File: src/rtl/float_sq_mul_stream.sv
// float_sq_mul_stream
// Computes a*a*b (square mode) or a*b (multiply mode) on a parametrised
// IEEE-754-style format. One mantissa multiplier is shared between the square
// step and the multiply step, and an FSM sequences the two steps. Each step
// normalises and rounds to nearest-even. Subnormal inputs are flushed to zero.
// Both sides use a valid/ready handshake. The result is held until the
// consumer accepts it.
`timescale 1ns/1ps

module float_sq_mul_stream #(
  parameter int EXP_W = 8,
  parameter int MAN_W = 23
) (
  input  logic                     clk,
  input  logic                     rst,
  input  logic                     in_valid,
  output logic                     in_ready,
  input  logic [EXP_W+MAN_W:0]     in_a,
  input  logic [EXP_W+MAN_W:0]     in_b,
  input  logic                     in_mode,
  output logic                     out_valid,
  input  logic                     out_ready,
  output logic [EXP_W+MAN_W:0]     out_data,
  output logic [2:0]               out_flags
);

  localparam int W    = 1 + EXP_W + MAN_W;
  localparam int BIAS = (1 << (EXP_W - 1)) - 1;
  localparam int EMAX = (1 << EXP_W) - 1;

  // Exponents are carried as signed EXP_W+2 bit values. That width is enough
  // to hold 2*emax - bias + 2 without wrapping.
  localparam logic signed [EXP_W+1:0] BIAS_S = (EXP_W+2)'(BIAS);
  localparam logic signed [EXP_W+1:0] EMAX_S = (EXP_W+2)'(EMAX);

  localparam logic [W-1:0] QNAN = {1'b0, {EXP_W{1'b1}}, 1'b1, {(MAN_W-1){1'b0}}};

  typedef enum logic [2:0] {IDLE, SQ, MUL, RND, HOLD} state_t;

  // Classification of the intermediate value between the two steps.
  typedef enum logic [1:0] {CL_NORM, CL_ZERO, CL_INF, CL_NAN} cls_t;

  state_t state, state_nxt;

  // Latched operands.
  logic [W-1:0] a_r, b_r;
  logic         mode_r;

  // Intermediate result (after SQ, then after MUL) and sticky flags.
  logic                     s_r;
  logic signed [EXP_W+1:0]  e_r;
  logic [MAN_W:0]           m_r;
  cls_t                     cls_r;
  logic                     inv_r, ovf_r, unf_r;

  // Operand fields.
  logic                     sa, sb;
  logic [EXP_W-1:0]         ea, eb;
  logic [MAN_W-1:0]         fa, fb;
  logic signed [EXP_W+1:0]  ea_s, eb_s;
  logic                     a_nan, a_inf, a_zero;
  logic                     b_nan, b_inf, b_zero;

  // Shared multiplier and rounding datapath.
  logic [MAN_W:0]           mul_x, mul_y;
  logic [2*MAN_W+1:0]       prod;
  logic                     prod_hi;
  logic [MAN_W:0]           mant_pre;
  logic                     guard, sticky, round_up;
  logic [MAN_W+1:0]         mant_sum;
  logic                     rnd_carry;
  logic [MAN_W:0]           mant_rnd;
  logic signed [EXP_W+1:0]  exp_base, exp_rnd;
  logic                     rnd_ovf, rnd_unf;

  // Result of the current step, registered in SQ and in MUL.
  logic                     stg_s;
  logic signed [EXP_W+1:0]  stg_e;
  logic [MAN_W:0]           stg_m;
  cls_t                     stg_cls;
  logic                     stg_inv, stg_ovf, stg_unf;

  logic [W-1:0]             pack_data;

  assign sa = a_r[W-1];
  assign ea = a_r[W-2:MAN_W];
  assign fa = a_r[MAN_W-1:0];
  assign sb = b_r[W-1];
  assign eb = b_r[W-2:MAN_W];
  assign fb = b_r[MAN_W-1:0];

  assign ea_s = {2'b00, ea};
  assign eb_s = {2'b00, eb};

  // Exponent 0 covers both zero and subnormal. Both are treated as signed zero.
  assign a_zero = (ea == '0);
  assign a_inf  = (ea == '1) && (fa == '0);
  assign a_nan  = (ea == '1) && (fa != '0);
  assign b_zero = (eb == '0);
  assign b_inf  = (eb == '1) && (fb == '0);
  assign b_nan  = (eb == '1) && (fb != '0);

  // State register.
  // NOTE: sequential state uses non-blocking assignments, so every flop
  // samples values from before the edge and simulation matches hardware.
  always_ff @(posedge clk) begin
    if (rst) state <= IDLE;
    else     state <= state_nxt;
  end

  // Next-state logic and in_ready. Operands are accepted only in IDLE.
  // NOTE: every signal gets a default before the case. That way no path
  // leaves an output unassigned and no latch is inferred.
  always_comb begin
    state_nxt = state;
    in_ready  = 1'b0;
    case (state)
      IDLE: begin
        in_ready = 1'b1;
        if (in_valid) state_nxt = SQ;
      end
      SQ:      state_nxt = MUL;
      MUL:     state_nxt = RND;
      RND:     state_nxt = HOLD;
      HOLD:    if (out_ready) state_nxt = IDLE;
      default: state_nxt = IDLE;
    endcase
  end

  // Operand select for the shared multiplier: a*a in SQ, intermediate*b otherwise.
  always_comb begin
    mul_x = m_r;
    mul_y = {1'b1, fb};
    if (state == SQ) begin
      mul_x = {1'b1, fa};
      mul_y = {1'b1, fa};
    end
  end

  assign prod = {{(MAN_W+1){1'b0}}, mul_x} * {{(MAN_W+1){1'b0}}, mul_y};

  // Normalise the [1,4) product, round to nearest-even and renormalise on carry.
  always_comb begin
    prod_hi = prod[2*MAN_W+1];
    if (prod_hi) begin
      mant_pre = prod[2*MAN_W+1:MAN_W+1];
      guard    = prod[MAN_W];
      sticky   = |prod[MAN_W-1:0];
    end else begin
      mant_pre = prod[2*MAN_W:MAN_W];
      guard    = prod[MAN_W-1];
      sticky   = |prod[MAN_W-2:0];
    end
    round_up  = guard & (sticky | mant_pre[0]);
    mant_sum  = {1'b0, mant_pre} + {{(MAN_W+1){1'b0}}, round_up};
    rnd_carry = mant_sum[MAN_W+1];
    mant_rnd  = rnd_carry ? mant_sum[MAN_W+1:1] : mant_sum[MAN_W:0];
    exp_base  = (state == SQ) ? (ea_s + ea_s - BIAS_S) : (e_r + eb_s - BIAS_S);
    exp_rnd   = exp_base + {{(EXP_W+1){1'b0}}, prod_hi}
                         + {{(EXP_W+1){1'b0}}, rnd_carry};
    rnd_ovf   = !exp_rnd[EXP_W+1] && (exp_rnd >= EMAX_S);
    rnd_unf   = exp_rnd[EXP_W+1] || (exp_rnd == '0);
  end

  // Step result: special cases first, then the rounded value with range checks.
  always_comb begin
    stg_s   = 1'b0;
    stg_e   = exp_rnd;
    stg_m   = mant_rnd;
    stg_cls = CL_NORM;
    stg_inv = 1'b0;
    stg_ovf = 1'b0;
    stg_unf = 1'b0;
    if (state == SQ) begin
      // In square mode, a*a is non-negative, so the final sign is sign(b).
      stg_s = mode_r ? sa : 1'b0;
      if (a_nan) begin
        stg_cls = CL_NAN;
        stg_inv = 1'b1;
      end else if (a_inf) begin
        stg_cls = CL_INF;
      end else if (a_zero) begin
        stg_cls = CL_ZERO;
      end else if (mode_r) begin
        stg_e = ea_s;
        stg_m = {1'b1, fa};
      end else if (rnd_ovf) begin
        stg_cls = CL_INF;
        stg_ovf = 1'b1;
      end else if (rnd_unf) begin
        stg_cls = CL_ZERO;
        stg_unf = 1'b1;
      end
    end else begin
      stg_s = s_r ^ sb;
      if (cls_r == CL_NAN || b_nan ||
          (cls_r == CL_INF && b_zero) || (cls_r == CL_ZERO && b_inf)) begin
        stg_cls = CL_NAN;
        stg_inv = 1'b1;
      end else if (cls_r == CL_INF || b_inf) begin
        stg_cls = CL_INF;
      end else if (cls_r == CL_ZERO || b_zero) begin
        stg_cls = CL_ZERO;
      end else if (rnd_ovf) begin
        stg_cls = CL_INF;
        stg_ovf = 1'b1;
      end else if (rnd_unf) begin
        stg_cls = CL_ZERO;
        stg_unf = 1'b1;
      end
    end
  end

  // Operand capture on accept, then step results. Flags clear on each accept.
  // NOTE: these datapath registers are not reset. Each one is written on
  // accept or in SQ/MUL before anything reads it.
  always_ff @(posedge clk) begin
    case (state)
      IDLE: begin
        if (in_valid) begin
          a_r    <= in_a;
          b_r    <= in_b;
          mode_r <= in_mode;
          inv_r  <= 1'b0;
          ovf_r  <= 1'b0;
          unf_r  <= 1'b0;
        end
      end
      SQ, MUL: begin
        s_r   <= stg_s;
        e_r   <= stg_e;
        m_r   <= stg_m;
        cls_r <= stg_cls;
        inv_r <= inv_r | stg_inv;
        ovf_r <= ovf_r | stg_ovf;
        unf_r <= unf_r | stg_unf;
      end
      default: ;
    endcase
  end

  // Pack the final intermediate into the output word format.
  always_comb begin
    case (cls_r)
      CL_NAN:  pack_data = QNAN;
      CL_INF:  pack_data = {s_r, {EXP_W{1'b1}}, {MAN_W{1'b0}}};
      CL_ZERO: pack_data = {s_r, {(W-1){1'b0}}};
      default: pack_data = {s_r, e_r[EXP_W-1:0], m_r[MAN_W-1:0]};
    endcase
  end

  // Output register: loaded in RND, held in HOLD until the consumer takes it.
  always_ff @(posedge clk) begin
    if (rst) begin
      out_valid <= 1'b0;
      out_data  <= '0;
      out_flags <= '0;
    end else if (state == RND) begin
      out_valid <= 1'b1;
      out_data  <= pack_data;
      out_flags <= {inv_r, ovf_r, unf_r};
    end else if (state == HOLD && out_ready) begin
      out_valid <= 1'b0;
    end
  end

endmodule

File: config.mk
export PLATFORM = sky130hd
export DESIGN_NAME = float_sq_mul_stream
export DESIGN_NICKNAME = d
export VERILOG_FILES = /design/src/rtl/float_sq_mul_stream.sv
export SDC_FILE = /design/constraint.sdc
export NUM_CORES = 2
export LEC_CHECK = 0
export BUFFER_PORTS_ARGS = -buffer_cell sky130_fd_sc_hd__buf_2
export CAP_MARGIN = 20
export CELL_PAD_IN_SITES_DETAIL_PLACEMENT = 1
export CELL_PAD_IN_SITES_GLOBAL_PLACEMENT = 2
export CORE_ASPECT_RATIO = 1.5
export CORE_MARGIN = 3
export CORE_UTILIZATION = 41
export CTS_CLUSTER_DIAMETER = 100
export DETAILED_ROUTE_END_ITERATION = 8
export PLACE_DENSITY_LB_ADDON = 0.1
export SYNTH_ARGS = -nofsm -noshare
export SYNTH_HDL_FRONTEND = slang
export SYNTH_SLANG_ARGS = --single-unit
File: constraint.sdc
create_clock -name clk -period 15.4 [get_ports clk]
set_clock_uncertainty 0.15 [all_clocks]
set_input_delay 2.31 -clock clk [delete_from_list [all_inputs] [get_ports clk]]
set_output_delay 2.31 -clock clk [all_outputs]
set_load 0.005 [all_outputs]
==> flow_metrics.env <==
export IMPL_antenna_found_initial=4
export IMPL_grt_max_degree=67
export IMPL_cp_max_fo=22
export IMPL_min_from="out_flags[1]$_SDFFE_PP0P_"
export IMPL_wl_per_cell_um=27.4
export IMPL_cts_htree_levels=4
export IMPL_cts_setup_buffers=0
export IMPL_synth_top_family_by_area="adder cells"
export IMPL_maxSlewHeadroom_pct=23.7
export IMPL_hpwlAfterDp_um=94500
export IMPL_path_clk_slew_ns=0.07
export IMPL_overflow=0
export IMPL_cp_start_kind="flip-flop"
export IMPL_yosysWarnings=0
export IMPL_post_route_period_util_pct=93.6
export IMPL_cpMostUsedCell="inv_1"
export IMPL_syn_nets=3883
export IMPL_min_path_type="reg2reg"
export IMPL_gp_congestion=0.965
export IMPL_row_count=114
export IMPL_postCtsResizedCells=0
export IMPL_syn_inst=3135
export IMPL_layout_common_cells="inv_1 (601), nand2_1 (513), fa_1 (483)"
export IMPL_start_util_pct=41.5
export IMPL_crit_path_start="state[1]$_SDFFE_PP0P_"
export IMPL_final_common_cell="inv_1"
export IMPL_drive_above_1_share_pct=7.66
export IMPL_crit_path_end_kind="flip-flop"
export IMPL_async_flop_share_pct=0
export IMPL_finalMaxSlewViolations=0
export IMPL_fillers=7710
export IMPL_drc=0
export IMPL_grt_pass1_vias=26200
export IMPL_pin_count=106
export IMPL_groute_usage_overall_pct=33.0
export IMPL_insertion_delay_ns=0.43
export IMPL_synth_cell_types=92
export IMPL_drt_total_wl_um=111000
export IMPL_dp_cells=4025
export IMPL_syn_avg_cell_area_um2=8.55
export IMPL_cts_sinks=144
export IMPL_status="finished clean"
export IMPL_period_needed_ns=14.41
export IMPL_syn_area_um2=26800
export IMPL_path_class="reg2reg"
export IMPL_max_freq_ghz=0.0694
export IMPL_arrival_ns=14.48
export IMPL_synthAdderAreaFrac_pct=45.2
export IMPL_r2r_start="state[1]$_SDFFE_PP0P_"
export IMPL_dr_pass1_iters=5
export IMPL_ant_nets=0
export IMPL_synth_edff_count=105
export IMPL_cap_violations=0
export IMPL_crit_path_top_delay_cell="and2_1"
export IMPL_yosysSeqAreaShare_pct=14.7
export IMPL_port_buffers=105
export IMPL_rsz0062_at_grt="no"
export IMPL_grt_pass1_wl_um=168000
export IMPL_cts_tree="done"
export IMPL_cp_slowest_stage_delay_ns=0.78
export IMPL_synth_area_mux_share_pct=0.233
export IMPL_cts_hold_buf=0
export IMPL_synth_ff_type="edfxtp_1"
export IMPL_synthXorXnorAreaFrac_pct=2.38
export IMPL_viasPerCell=5.65
export IMPL_setup_viol_count_final=0
export IMPL_cts_path_max_buffers=2
export IMPL_nNetsFinal=3922
export IMPL_core_um2=64600
export IMPL_dieArea_um2=68600
export IMPL_die_h_um=319
export IMPL_fin_tns_setup_ns=0
export IMPL_vias=22900
export IMPL_synth_compound_area_share_pct=9.16
export IMPL_areaGrowthSynthToFinish_pct=8.03
export IMPL_finalHoldViolations=0
export IMPL_ys_seq_elements=144
export IMPL_worst_pin_slew_ns=1.14
export IMPL_worst_ep_required_time_ns=15.47
export IMPL_drt_initial_drc_count=1403
export IMPL_root_buffer="clkbuf_16"
export IMPL_final_cells=4058
export IMPL_cts_made_buffers=17
export IMPL_yosys_area_share_simple_pct=17.8
export IMPL_die_x_um=215
-- cell type report --
type,count,area (um^2),area share (%)
diodes,1,2.50,0.00864
clock buffers,19,454,1.57
clock inverters,13,148,0.510
inverters,611,2300,7.93
multi-input cells,2241,20100,69.4
flip-flops and latches,144,3930,13.6
well taps,870,1090,3.76
repair buffers,159,946,3.26
-- worst max-delay path: cells and delay by family, from the launching register on --
family / cells / cell delay [ns]
DFF: 1 / 0.38
and+or+nand+nor: 15 / 3.96
AOI/OAI and AO/OA: 10 / 2.82
buffers and inverters: 12 / 1.74
adders and majority gates: 11 / 4.66
xor gates and xnor gates: 2 / 0.44
-- per-stage QoR --
step	setup WS, ns	hold WS, ns	cell area, um^2	util, %
floorplan	2.77	0.298	26800	-
global placement	1.38	0.291	28300	43.8
detailed placement	0.869	0.290	28400	43.9
CTS	0.859	0.300	29000	44.8
global route	0.118	0.332	29000	44.8
finish	0.986	0.302	29000	44.8
-- flip-flops by register name, indices dropped and copies added (netlist names) --
| name | count |
|---|---|
| a_r | 32 |
| b_r | 32 |
| out_data | 32 |
| m_r | 24 |
| e_r | 10 |
| out_flags | 3 |
| state | 3 |
| cls_r | 2 |
| inv_r | 1 |
| mode_r | 1 |
| out_valid | 1 |
| ovf_r | 1 |
| s_r | 1 |
| unf_r | 1 |
-- worst paths after layout --
path / to / slack (ns) / cells past startpoint
hold / removal: out_flags[1]$_SDFFE_PP0P_ / 0.30 / 2
hold reg to reg: out_flags[1]$_SDFFE_PP0P_ / 0.30 / 2
setup reg to reg: ovf_r$_SDFFCE_PN0P_ / 0.99 / 50
setup / recovery: ovf_r$_SDFFCE_PN0P_ / 0.99 / 50
-- per-layer routing --
metal,global-route usage [%],wire [um],vias up
met5,0,26,-
met4,15.8,6540,6
met3,3.04,4310,274
met2,62.5,59600,715
met1,36.9,40800,12000
li1,-,-,9905
-- cells in the mapped netlist, drive strengths merged (18+ instances only) --
cell type | count | area, um^2
inv | 606 | 2270
buf | 19 | 90.1
edfxtp | 105 | 3150
and3 | 26 | 168
a21oi | 148 | 752
a21o | 22 | 165
dfxtp | 39 | 781
nand4 | 27 | 169
ha | 196 | 2450
fa | 483 | 9670
and2 | 18 | 113
nand3 | 53 | 265
nor3 | 28 | 140
xnor2 | 42 | 368
clkbuf | 120 | 450
nor4 | 26 | 169
xor2 | 30 | 270
a211oi | 20 | 160
o21ai | 75 | 375
nand2 | 514 | 1930
nor2 | 346 | 1300
-- logic make-up (layout without fill, tap and decap cells) --
| group | Yosys count | after routing |
|---|---|---|
| DFF | 144 | 144 |
| other | 0 | 1 |
| adders and majority gates | 679 | 679 |
| muxes | 6 | 6 |
| AOI/OAI and AO/OA | 379 | 379 |
| and+or+nand+nor | 1105 | 1105 |
| buffers and inverters | 750 | 802 |
| xor gates and xnor gates | 72 | 72 |
Power is not shown: default switching activity piles up to over one toggle a cycle in this logic, so the estimate is an artifact.
